==> src/rtl/deframe_and_diff_dec.sv <==
// Receive deframer: differential decode of the demodulated bit stream, sync-word hunt,
// extraction of one even-parity payload byte per frame, one-entry valid/ready output buffer.
module deframe_and_diff_dec #(
  parameter int                    DATA_WIDTH = 8,
  parameter int                    SYNC_WIDTH = 16,
  parameter logic [SYNC_WIDTH-1:0] SYNC_WORD  = 16'hEB90
) (
  input  logic                  sys_clk,
  input  logic                  rst,
  input  logic                  demod_frame_valid,
  input  logic                  demod_frame_data,
  input  logic                  uart_frame_ready,
  output logic                  frame_uart_valid,
  output logic [DATA_WIDTH-1:0] frame_uart_data,
  output logic                  frame_err,
  output logic                  frame_ovf
);

  localparam int CNT_W = $clog2(DATA_WIDTH + 1);
  localparam logic [CNT_W-1:0] LAST_BIT = CNT_W'(DATA_WIDTH - 1);

  typedef enum logic [1:0] {
    S_HUNT,
    S_DATA,
    S_PARITY
  } state_t;

  state_t                  state_q, state_d;
  logic                    prev_q, prev_d;
  logic [SYNC_WIDTH-1:0]   sreg_q, sreg_d;
  logic [CNT_W-1:0]        cnt_q, cnt_d;
  logic [DATA_WIDTH-1:0]   shift_q, shift_d;
  logic [DATA_WIDTH-1:0]   buf_q, buf_d;
  logic                    vld_q, vld_d;
  logic                    err_q, err_d;
  logic                    ovf_q, ovf_d;

  logic                    bit_b;
  logic                    xfer;
  logic                    frame_good;
  logic                    frame_bad;

  // Even parity over the payload plus the received parity bit.
  function automatic logic even_parity_ok(input logic [DATA_WIDTH-1:0] data,
                                          input logic                  par);
    return ~(^data ^ par);
  endfunction

  always_comb begin
    state_d    = state_q;
    prev_d     = prev_q;
    sreg_d     = sreg_q;
    cnt_d      = cnt_q;
    shift_d    = shift_q;
    buf_d      = buf_q;
    vld_d      = vld_q;
    err_d      = 1'b0;
    ovf_d      = 1'b0;
    frame_good = 1'b0;
    frame_bad  = 1'b0;

    bit_b = demod_frame_data ^ prev_q;
    xfer  = vld_q & uart_frame_ready;

    if (xfer) begin
      vld_d = 1'b0;
    end

    if (demod_frame_valid) begin
      prev_d = demod_frame_data;
      case (state_q)
        S_HUNT: begin
          sreg_d = {sreg_q[SYNC_WIDTH-2:0], bit_b};
          if (sreg_d == SYNC_WORD) begin
            state_d = S_DATA;
            cnt_d   = '0;
          end
        end
        S_DATA: begin
          shift_d = {shift_q[DATA_WIDTH-2:0], bit_b};
          cnt_d   = cnt_q + CNT_W'(1);
          if (cnt_q == LAST_BIT) begin
            state_d = S_PARITY;
          end
        end
        S_PARITY: begin
          // Clearing the hunt register keeps tail bits of this frame from faking a sync.
          state_d = S_HUNT;
          sreg_d  = '0;
          if (even_parity_ok(shift_q, bit_b)) begin
            frame_good = 1'b1;
          end else begin
            frame_bad = 1'b1;
          end
        end
        default: begin
          state_d = S_HUNT;
        end
      endcase
    end

    err_d = frame_bad;
    if (frame_good) begin
      // A byte leaving on this same edge frees the slot for the new one.
      if (!vld_q || xfer) begin
        buf_d = shift_q;
        vld_d = 1'b1;
      end else begin
        ovf_d = 1'b1;
      end
    end
  end

  always_ff @(posedge sys_clk) begin
    if (rst) begin
      state_q <= S_HUNT;
      prev_q  <= 1'b0;
      sreg_q  <= '0;
      cnt_q   <= '0;
      buf_q   <= '0;
      vld_q   <= 1'b0;
      err_q   <= 1'b0;
      ovf_q   <= 1'b0;
    end else begin
      state_q <= state_d;
      prev_q  <= prev_d;
      sreg_q  <= sreg_d;
      cnt_q   <= cnt_d;
      buf_q   <= buf_d;
      vld_q   <= vld_d;
      err_q   <= err_d;
      ovf_q   <= ovf_d;
    end
  end

  // Payload shifter is always fully rewritten before use, so it carries no reset.
  always_ff @(posedge sys_clk) begin
    shift_q <= shift_d;
  end

  assign frame_uart_valid = vld_q;
  assign frame_uart_data  = buf_q;
  assign frame_err        = err_q;
  assign frame_ovf        = ovf_q;

endmodule

==> config.mk <==
export PLATFORM = sky130hd
export DESIGN_NAME = deframe_and_diff_dec
export DESIGN_NICKNAME = d
export VERILOG_FILES = /design/src/rtl/deframe_and_diff_dec.sv
export SDC_FILE = /design/constraint.sdc
export NUM_CORES = 1
export LEC_CHECK = 0
export BUFFER_PORTS_ARGS = -buffer_cell sky130_fd_sc_hd__buf_2
export CORE_MARGIN = 2
export CORE_UTILIZATION = 31
export DETAILED_ROUTE_END_ITERATION = 10
export PLACE_DENSITY = 0.55
export SYNTH_ARGS = -nofsm -noshare
export SYNTH_HDL_FRONTEND = slang
export SYNTH_SLANG_ARGS = --single-unit
==> constraint.sdc <==
create_clock -name sys_clk -period 2 [get_ports sys_clk]
set_clock_uncertainty 0.05 [all_clocks]
set_input_delay 0.3 -clock sys_clk [delete_from_list [all_inputs] [get_ports sys_clk]]
set_output_delay 0.3 -clock sys_clk [all_outputs]
set_load 0.01 [all_outputs]
==> metrics.md <==
| Metric | Value |
|---|---|
| Most Used Layer, Global Route | met2 |
| Largest net degree at the start of global routing | 21 |
| Crit end category | flop |
| Area Growth Syn to Fin | 20.72% |
| Netlist cell types | 31 |
| IR drop worst, VDD | between 300 and 400 uV |
| Synth async-reset ratio | 0% |
| Routed len/inst | 11.65 um |
| Setup TNS | 0 ns |
| FP Rows | 27 |
| Register area share after synthesis | 51.99% |
| Fin util | between 30% and 40% |
| Netlist Area Pre-Place | 0.001733 mm^2 |
| Total CTS buffers | 5 |
| Synth Area per Inst | 10.08 um^2 |
| Slew margin rel. | 68.22% |
| Core area | around 0.0054 mm^2 |
| Worst hold path endpoint | prev_q$_SDFFE_PP0P_ |
| Share of cells above drive strength 1 | 19.29% |
| DRC | 0 |
| Register-to-register setup slack | 0.13 ns |
| Critical Path Fanout Max | 8 |
| Status | complete, no violations |
| Design Power | 1.603 mW |
| Fmax | 535.3 MHz |
| EDFF count, synth | 8 |
| Filler instances | 551 |
| CP startpoint kind | flop |
| Grt met1 use | 13.85% |
| Pwr dens | approximately 770 mW/mm^2 |
| Primary FF master, synth | dfxtp_1 |
| Initial core utilization | 31.86% |
| Clock buffer depth | 2 |
| MaxCap Viol Count | 0 |
| Leak Pwr | 0.7634 nW |
| Cells after Synth | 172 |
| Final Cycle Share | 93.41% |
| Vias | 1242 |
| Final hold violation count | 0 |
| Syn Nets | 178 |
| #FFs+latches synth | 41 |
| RD Place Congestion | 0.6602 |
| Drt pass-1 iters | 4 |
| First-pass GRT wire length | 5064 um |
| Clk_lat worst skew | approximately 0.3 ns |
| Vias in the first global route | roughly 1100 |
| Routed Antenna Nets | 0 |
| Nets | 202 |
| Initial antenna violation count | 0 |
| Final wirelength | 3133 um |
| Antenna fix cells | 0 |
| RSZ-0062 raised after global routing | no |
| Final setup vio count | 0 |
| H-tree levels | 2 |
| Final Critical Period | 1.868 ns |
| CTS sink cnt | 41 |
| Syn. warnings | 0 |
| Die area | 0.006204 mm^2 |
| CTS tree | done |
| Die Wd | 78.77 um |
| M3 GR Usage | between 3 and 4% |
| Worst Hold Depth | 3 |
| Reg clk slew, reported paths | 0.08 ns |
| Vias/cell | 4.617 |
| Top Ports | 16 |
| CP arrival | 2.05 ns |
| Worst hold path startpoint | demod_frame_data |
| Root Driver | clkbuf_8 |
| FF-to-FF path depth | 6 |
| CTS hold repair buffers | 0 |
| Total gr overflow | 0 |
| Critical path class | reg -> reg |
| RR Endpoint | frame_uart_data[2]$_SDFFE_PP0P_ |
| DP HPWL | 2120 um |
| DR iter-0 viols | 51 |
| Worst hold path type | in -> reg |
| Worst-Margin Slew | 0.4767 ns |
| Worst EP required | between 2 and 2.5 ns |
| PortBufs | 15 |
| Die Y | 78.77 um |
| Total track usage | roughly a tenth |
| Pins Over Slew Limit | 0 |
| R2R Path Start | shift_q[5]$_DFFE_PP_ |
| GR Layer Usage met2 | between 10% and 20% |
==> final cells by class <==
cell class	instances	area, um^2	share of cell area, %
flip-flops and latches	41	900.9	43.06
multi-input cells	121	795.8	38.04
repair buffers	27	190.2	9.091
well taps	72	90.09	4.306
clock buffers	5	68.82	3.289
clock inverters	3	46.29	2.213
==> worst max-delay path by stage <==
stage,start,end,depth (start not counted)
CTS,prev_q$_SDFFE_PP0P_,frame_uart_data[7]$_SDFFE_PP0P_,6
finish,shift_q[5]$_DFFE_PP_,frame_uart_data[2]$_SDFFE_PP0P_,6
global route,shift_q[5]$_DFFE_PP_,frame_uart_data[1]$_SDFFE_PP0P_,6
floorplan,prev_q$_SDFFE_PP0P_,frame_uart_data[0]$_SDFFE_PP0P_,6
detailed placement,demod_frame_data,frame_uart_data[3]$_SDFFE_PP0P_,7
global placement,demod_frame_data,frame_uart_data[3]$_SDFFE_PP0P_,7
==> metrics by stage <==
stage / instances / instance area, um^2 / setup slack (ns) / hold WS (ns)
3_5_place_dp: 258 / 1946 / 0.03000 / 0.4094
2_1_floorplan: 172 / 1733 / 0.2211 / 0.3972
6_report: 269 / 2092 / 0.1318 / 0.2382
4_1_cts: 266 / 2061 / 0.07718 / 0.2344
5_1_grt: 269 / 2092 / 0.003009 / 0.2738
3_3_place_gp: 258 / 1946 / 0.05818 / 0.4098
==> cells in the final DEF, fill, tap and decap left out, drive strengths merged, types with 2 or more instances in the layout <==
cell type / n
nor2b: 2
a21oi: 18
nand2: 3
a21boi: 2
edfxtp: 8
buf: 27
dfxtp: 33
or3: 2
nor3b: 14
xnor2: 6
mux2i: 9
nor2: 22
and3b: 2
nand2b: 21
o21ai: 6
clkbuf: 5
==> Yosys cell counts, types with 2 or more instances <==
master	instances	share of area, %
and3b_1	2	1.0
mux2i_1	9	5.2
nor2b_1	2	0.72
nor3b_1	14	6.1
edfxtp_1	8	14
a21boi_0	2	0.87
nand2b_1	21	7.6
nor2_1	22	4.8
buf_1	2	0.43
a21oi_1	18	5.2
nand2_1	3	0.65
or3_1	2	0.72
dfxtp_1	33	38
clkbuf_1	7	1.5
xnor2_1	6	3.0
o21ai_0	6	1.7
==> worst max-delay path, stage by stage, from the launching register on <==
cell and delay (ns):
edfxtp_1 0.44, xnor2_1 0.17, xnor3_1 0.45, xnor2_2 0.17
and3b_2 0.22, buf_12 0.13, mux2i_1 0.17
==> power breakdown <==
group	internal (mW)	switching (mW)	leakage, nW
clock network	0.374	0.314	0.0543
registers	0.842	0.00332	0.338
logic	0.0318	0.0372	0.371
==> routing by layer <==
metal / part of all wire [%] / up-vias
li1: - / 641
met4: 2.5 / 0
met5: 0 / -
met2: 41 / 21
met3: 4.0 / 8
met1: 53 / 572
==> repair_timing <==
item | 4_1_cts | 5_1_grt
setup endpoints to repair | 0 | 8
hold endpoints to repair | 0 | 0
gates resized for setup | 0 | 2
buffers inserted | 0 | 3
==> logic make-up after synthesis <==
| family | share of synthesized area (%) |
|---|---|
| AND/OR/NAND/NOR | 25.13 |
| flip-flops | 51.99 |
| AO/OA/AOI/OAI | 9.098 |
| buffers and inverters | 2.600 |
| multiplexers | 5.199 |
| XOR/XNOR | 5.271 |
| adder cells (fa/ha/maj) | 0.7219 |
==> state kept, by name, summed over array words and instances, names as in the netlist <==
signal and flops:
state_q 2, cnt_q 4, frame_uart_valid 1, frame_ovf 1
frame_err 1, prev_q 1, frame_uart_data 8, shift_q 8
sreg_q 15
No activity file was read; power rests on OpenSTA's default activity.
